## config.mk

```make
export PLATFORM = sky130hd
export DESIGN_NAME = sqrt_iter
export DESIGN_NICKNAME = d
export VERILOG_FILES = /design/src/rtl/sqrt_iter.sv
export SDC_FILE = /design/constraint.sdc
export NUM_CORES = 1
export LEC_CHECK = 0
export CORE_MARGIN = 3
export CORE_UTILIZATION = 60
export DETAILED_ROUTE_END_ITERATION = 6
export PLACE_DENSITY_LB_ADDON = 0.25
export SLEW_MARGIN = 20
export SYNTH_ARGS = -nofsm -noshare
export SYNTH_HDL_FRONTEND = slang
export SYNTH_SLANG_ARGS = --single-unit
```

## constraint.sdc

```tcl
create_clock -name clk -period 9 [get_ports clk]
set_clock_uncertainty 0.15 [all_clocks]
set_input_delay 2.7 -clock clk [delete_from_list [all_inputs] [get_ports clk]]
set_output_delay 2.7 -clock clk [all_outputs]
set_load 0.03 [all_outputs]
```

## src/rtl/sqrt_iter.sv

```systemverilog
// sqrt_iter: iterative integer square rooter, one root bit per clock (non-restoring recurrence)
//
// Ports:
//   clk  - system clock, rising edge
//   rst  - synchronous active-high reset
//   din  - 2*OW-bit unsigned radicand, sampled when iv & rdy
//   iv   - input valid, ignored while rdy=0
//   rdy  - block can accept an operand this cycle
//   dout - OW-bit root (truncated, or rounded to nearest when SQRT_ROUND_EN is defined)
//   rem  - OW+1-bit remainder din - q*q for the truncated root q
//   ov   - one-cycle pulse marking dout/rem valid
//
// Build option: define SQRT_ROUND_EN to round dout to nearest (saturating at 2^OW-1).
module sqrt_iter #(
    parameter int OW = 16
) (
    input  logic            clk,
    input  logic            rst,
    input  logic [2*OW-1:0] din,
    input  logic            iv,
    output logic            rdy,
    output logic [OW-1:0]   dout,
    output logic [OW:0]     rem,
    output logic            ov
);
    localparam int CW = $clog2(OW);

    typedef enum logic [1:0] {IDLE, RUN, DONE} state_t;

    state_t          state_q, state_d;
    logic [CW-1:0]   cnt_q, cnt_d;
    logic [2*OW-1:0] rad_q, rad_d;
    logic [OW-1:0]   q_q, q_d;
    logic [OW+1:0]   r_q, r_d;
    logic [OW-1:0]   dout_q, dout_d;
    logic [OW:0]     rem_q, rem_d;
    logic [OW+1:0]   r_sh, r_step;
    logic [OW-1:0]   q_step;
    logic [OW:0]     rem_fix;
    logic            accept;
    logic            unused_r;

    // Bit OW of the partial remainder is shifted out every step; the sign lives in bit OW+1.
    assign unused_r = r_q[OW];

    assign rdy  = state_q != RUN;
    assign ov   = state_q == DONE;
    assign dout = dout_q;
    assign rem  = rem_q;

    always_comb begin
        // Non-restoring step: subtract 4q+1 after a non-negative remainder, add 4q+3 after a negative one.
        r_sh    = {r_q[OW-1:0], rad_q[2*OW-1 -: 2]};
        r_step  = r_q[OW+1] ? r_sh + {q_q, 2'b11} : r_sh - {q_q, 2'b01};
        q_step  = {q_q[OW-2:0], ~r_step[OW+1]};
        // Correction for a negative final remainder; the corrected value always fits in OW+1 bits.
        rem_fix = r_step[OW:0] + (r_step[OW+1] ? {q_step, 1'b1} : '0);
        accept  = iv && state_q != RUN;
        state_d = state_q;
        cnt_d   = cnt_q;
        rad_d   = rad_q;
        q_d     = q_q;
        r_d     = r_q;
        dout_d  = dout_q;
        rem_d   = rem_q;
        if (accept) begin
            state_d = RUN;
            cnt_d   = CW'(OW - 1);
            rad_d   = din;
            q_d     = '0;
            r_d     = '0;
        end else if (state_q == DONE) begin
            state_d = IDLE;
        end
        if (state_q == RUN) begin
            cnt_d = cnt_q - CW'(1);
            rad_d = rad_q << 2;
            q_d   = q_step;
            r_d   = r_step;
            if (cnt_q == '0) begin
                state_d = DONE;
                rem_d   = rem_fix;
`ifdef SQRT_ROUND_EN
                // rem > q means din is past the midpoint (q+0.5)^2; all-ones q saturates.
                dout_d  = (rem_fix > {1'b0, q_step} && !(&q_step)) ? q_step + OW'(1) : q_step;
`else
                dout_d  = q_step;
`endif
            end
        end
    end

    always_ff @(posedge clk) begin
        if (rst) begin
            state_q <= IDLE;
            cnt_q   <= '0;
            rad_q   <= '0;
            q_q     <= '0;
            r_q     <= '0;
            dout_q  <= '0;
            rem_q   <= '0;
        end else begin
            state_q <= state_d;
            cnt_q   <= cnt_d;
            rad_q   <= rad_d;
            q_q     <= q_d;
            r_q     <= r_d;
            dout_q  <= dout_d;
            rem_q   <= rem_d;
        end
    end
endmodule

```

==> results.txt <==
----------------------------------------------------
[Run status]
  Outcome ... finished clean

[Floorplan]
  Placeable core area ... 0.00928 mm²
  Width of the chip ... 104 µm
  Boundary pin count ... 70
  Initial core utilization ... between 60 and 70%
  Total die area ... 0.0108 mm²
  Height of the die ... between 100 and 150 µm
  Row cnt ... 35

[Timing]
  Unrepaired setup endpoints after global routing ... no
  Ratio of final minimum period to clock period ... between 60% and 70%
  TNS Setup ... 0 ns
  Number of slew-limit violations in the final report ... 0
  Worst Setup Slack, final ... about 3.4 ns
  Number of failing setup endpoints in the final timing report ... 0
  Achievable Freq ... 179 MHz
  Final critical delay including setup and external delays ... between 5 and 6 ns
  Worst max-slew margin expressed relative to the limit ... 30.1%
  Transition time at the pin with the least slew margin ... between 1 and 1.5 ns
  Number of hold-slack violations in the final timing report ... 0

[Cells and area]
  Number of antenna cells inserted ... 0
  Commonest non-fill, non-tap cell in the layout ... sky130_fd_sc_hd__dfxtp_1
  Fraction of final layout cells with drive strength greater than 1 ... ~5.4%
  Top library cells by usage in the layout, fill and taps aside ... 104 x sky130_fd_sc_hd__dfxtp_1, 94 x sky130_fd_sc_hd__nor2_1, 80 x sky130_fd_sc_hd__a21oi_1
  Area grow syn2layout ... 15.4%
  Cell Count, Final, Fillers Out ... 872
  Total number of nets in the final design ... about 810
  Final design utilization ... 71.8%

[Setup path]
  Endpoint type of the worst setup path ... flop
  Classification of the worst setup path ... flop to flop
  CP Max Fanout ... 18
  Path length in cells of the critical path ... 18
  Required time of the worst setup path ... 9.12 ns
  Launching point of the worst reg2reg path ... r_q[17]$_SDFFE_PP0P_
  Buf/Inv on CP ... 0
  Worst reg-to-reg path cell count ... 18
  Capture point of the worst reg-to-reg path ... rem[16]$_SDFFE_PP0P_
  Crit path arrival time ... between 5 and 6 ns
  Top cell family by delay on the critical path ... compound AO/OA/AOI/OAI gates
  Worst setup path endpoint ... rem[16]$_SDFFE_PP0P_
  Cell with the largest stage delay on the worst path ... sky130_fd_sc_hd__dfxtp_1
  Sort of element at the start of the critical path ... flop
  Critical Path Start ... r_q[17]$_SDFFE_PP0P_
  Largest stage delay, worst path ... 1.03 ns
  Cells along the critical path ... xnor2_1 > ha_1 > nand2_1 > o2bb2ai_1 > o21bai_2 > a211oi_4 > nor3b_2 > xnor2_2 > and2_1 > ha_1 > a21oi_1 > a21oi_1 > o21ai_1 > a31oi_1 > and3_1 > a211o_1 > a221oi_2 > nor3b_1
  Setup slack, reg-to-reg ... between 3 and 4 ns

[Clocking]
  Post-CTS Repair Setup Buffers ... 0
  Post-cts hold buffer count ... 0
  Clk Latency, worst-skew pair ... roughly 0.38 ns
  Master cell of the clock root buffer ... sky130_fd_sc_hd__clkbuf_8
  Count of clock tree sinks ... around 100
  Number of H-tree levels ... 3
  Clock slew at the register clock pins of the worst setup and hold paths ... ~0.1 ns
  Post-cts resize count ... 0
  Longest Clk Path Bufs ... 2
  TritonCTS clock tree ... built
  Total CTS buffers ... 9

[Power]
  Power per Cell Area ... roughly 380 mW/mm²
  Largest vdd supply drop ... around 0.2 mV
  Pleak ... roughly 2.8 nW

[Global routing]
  Vias in the first global route ... between 4,000 and 5,000
  Total global routing overflow ... 0
  Tot GR Track Use ... approximately a quarter
  Antenna violations before repair ... 0
  Pin count of the biggest net entering global routing ... 99
  Global-route wire length before repair ... 22,600 µm

[Detailed routing]
  Via count of the routed design ... 5,164
  Routed wl met3 ... 760 µm
  Number of antenna-violating nets in the routed design ... 0
  Violation count after the first detailed-route iteration ... roughly 280
  Final wirelength ... between 10,000 and 15,000 µm
  Post-DR vias/cell ... around 5.9
  Routed metal-1 wirelength ... 5740 µm
  Number of optimization iterations in the first detailed-route pass ... 5
  Top layer in use ... met4
  Wire per inst ... 15.4 µm
  Metal2 WL ... 6520 µm
  DRC violation count after routing ... 0

[Synthesis]
  Synthesized netlist net count ... around 770
  Share of synthesized area occupied by flip-flops and latches ... ~36%
  Gate count of the mapped netlist ... 695
  Synthesized flop and latch total ... roughly 100
  Post-Syn Area per Cell ... around 8.3 µm²
  Number of distinct library cells after synthesis ... 60
  Synthesis warning total ... 0
  Count of flip-flops with a built-in enable after synthesis ... 0
  Top FF cell, synth ... sky130_fd_sc_hd__dfxtp_1
  Share of synthesized registers carrying an async set or reset ... 0%
  Synthesized cell area ... roughly 0.0058 mm²

[Worst hold path]
  Kind of path behind the tightest hold check ... flop to flop

[Placed design]
  Number of port buffers ... 69
  Worst slack, placed ... between 3 and 4 ns
  DP Wirelength ... 9180 µm
  Cell count after placement ... about 860
  Routability cong. ... slightly above 0.9

[Flow run]
  Max-capacitance violation count ... 0

----------------------------------------------------
## synth_stat cells, types with 5 or more instances
cell type | instances | area, µm²
sky130_fd_sc_hd__dfxtp_1 | 104 | 2080
sky130_fd_sc_hd__nor2_1 | 94 | 353
sky130_fd_sc_hd__a21oi_1 | 80 | 400
sky130_fd_sc_hd__nand2_1 | 66 | 248
sky130_fd_sc_hd__xnor2_1 | 37 | 324
sky130_fd_sc_hd__a211oi_1 | 36 | 270
sky130_fd_sc_hd__ha_1 | 35 | 438
sky130_fd_sc_hd__clkbuf_1 | 32 | 120
sky130_fd_sc_hd__mux2i_1 | 32 | 320
sky130_fd_sc_hd__and3_1 | 31 | 194
sky130_fd_sc_hd__and2_1 | 14 | 87.6
sky130_fd_sc_hd__inv_1 | 11 | 41.3
sky130_fd_sc_hd__o21a_1 | 11 | 82.6
sky130_fd_sc_hd__nand3_1 | 9 | 45.0
sky130_fd_sc_hd__a21o_1 | 8 | 60.1
sky130_fd_sc_hd__nor3_1 | 8 | 40.0
sky130_fd_sc_hd__nand4_1 | 6 | 37.5
sky130_fd_sc_hd__a31oi_1 | 5 | 31.3
sky130_fd_sc_hd__buf_1 | 5 | 18.8
sky130_fd_sc_hd__o21ai_0 | 5 | 25.0
sky130_fd_sc_hd__o21bai_1 | 5 | 37.5
sky130_fd_sc_hd__or3_1 | 5 | 31.3
sky130_fd_sc_hd__xor2_1 | 5 | 43.8
## power breakdown
part | switching [W] | internal, W | leakage (nW)
registers | 0.0000533 | 0.000517 | 0.850
clock network | 0.000169 | 0.000104 | 0.0879
logic | 0.000972 | 0.000686 | 1.82
total | 0.00119 | 0.00131 | 2.75
## worst min-delay path by stage
| stage | slack, ns | from | cells past startpoint | endpoint |
|---|---|---|---|---|
| 2_1_floorplan | 0.32 | state_q[1]$_SDFF_PP0_ | 2 | state_q[1]$_SDFF_PP0_ |
| 3_3_place_gp | 0.29 | rem[15]$_SDFFE_PP0P_ | 2 | rem[15]$_SDFFE_PP0P_ |
| 3_5_place_dp | 0.29 | rem[15]$_SDFFE_PP0P_ | 2 | rem[15]$_SDFFE_PP0P_ |
| 4_1_cts | 0.31 | dout[9]$_SDFFE_PP0P_ | 2 | dout[9]$_SDFFE_PP0P_ |
| 5_1_grt | 0.33 | rem[11]$_SDFFE_PP0P_ | 2 | rem[11]$_SDFFE_PP0P_ |
| 6_report | 0.31 | dout[9]$_SDFFE_PP0P_ | 2 | dout[9]$_SDFFE_PP0P_ |
## per-layer routing
layer	up-vias	GRT usage [%]
li1	2526	-
met1	2430	31.4
met2	167	42.3
met3	41	4.47
met4	0	9.12
met5	-	0
## cell type report
type	count	area, µm²
Sequential cell	104	2080
Fill cell	726	2610
Multi-Input combinational cell	536	3480
Clock inverter	7	53.8
Inverter	12	45.0
Timing Repair Buffer	75	726
Clock buffer	9	124
Tap cell	129	161
## cells by family (layout without fill, tap and decap cells)
| family | after synthesis | after routing | share of synthesized area [%] |
|---|---|---|---|
| mux | 32 | 32 | 5.54 |
| compound gates | 175 | 175 | 19.7 |
| simple gates | 250 | 250 | 20.1 |
| fa+ha+maj | 35 | 35 | 7.58 |
| xor+xnor | 44 | 44 | 7.06 |
| flops | 104 | 104 | 36.0 |
| buf+inv | 55 | 103 | 3.94 |
## metrics by stage
stage | instance area, µm² | hold slack [ns] | power [W]
3_5_place_dp | 6490 | 0.292 | 0.00218
3_3_place_gp | 6490 | 0.289 | 0.00212
4_1_cts | 6670 | 0.309 | 0.00248
5_1_grt | 6670 | 0.327 | 0.00268
2_1_floorplan | 5780 | 0.320 | 0.00185
6_report | 6670 | 0.306 | 0.00250
## registers in the layout (all words and copies together), names as in the netlist
| register | flops |
|---|---|
| rad_q | 32 |
| r_q | 17 |
| dout | 16 |
| state_q | 2 |
| q_q | 16 |
| cnt_q | 4 |
| rem | 17 |
## worst register-to-register path: cells and delay by family (launching register included)
family	cells	cell delay, ns
AOI/OAI and AO/OA	9	1.97
and+or+nand+nor	5	0.79
xor gates and xnor gates	2	0.84
adders and majority gates	2	0.70
DFF	1	1.03
(Power assumes the default switching activity.)
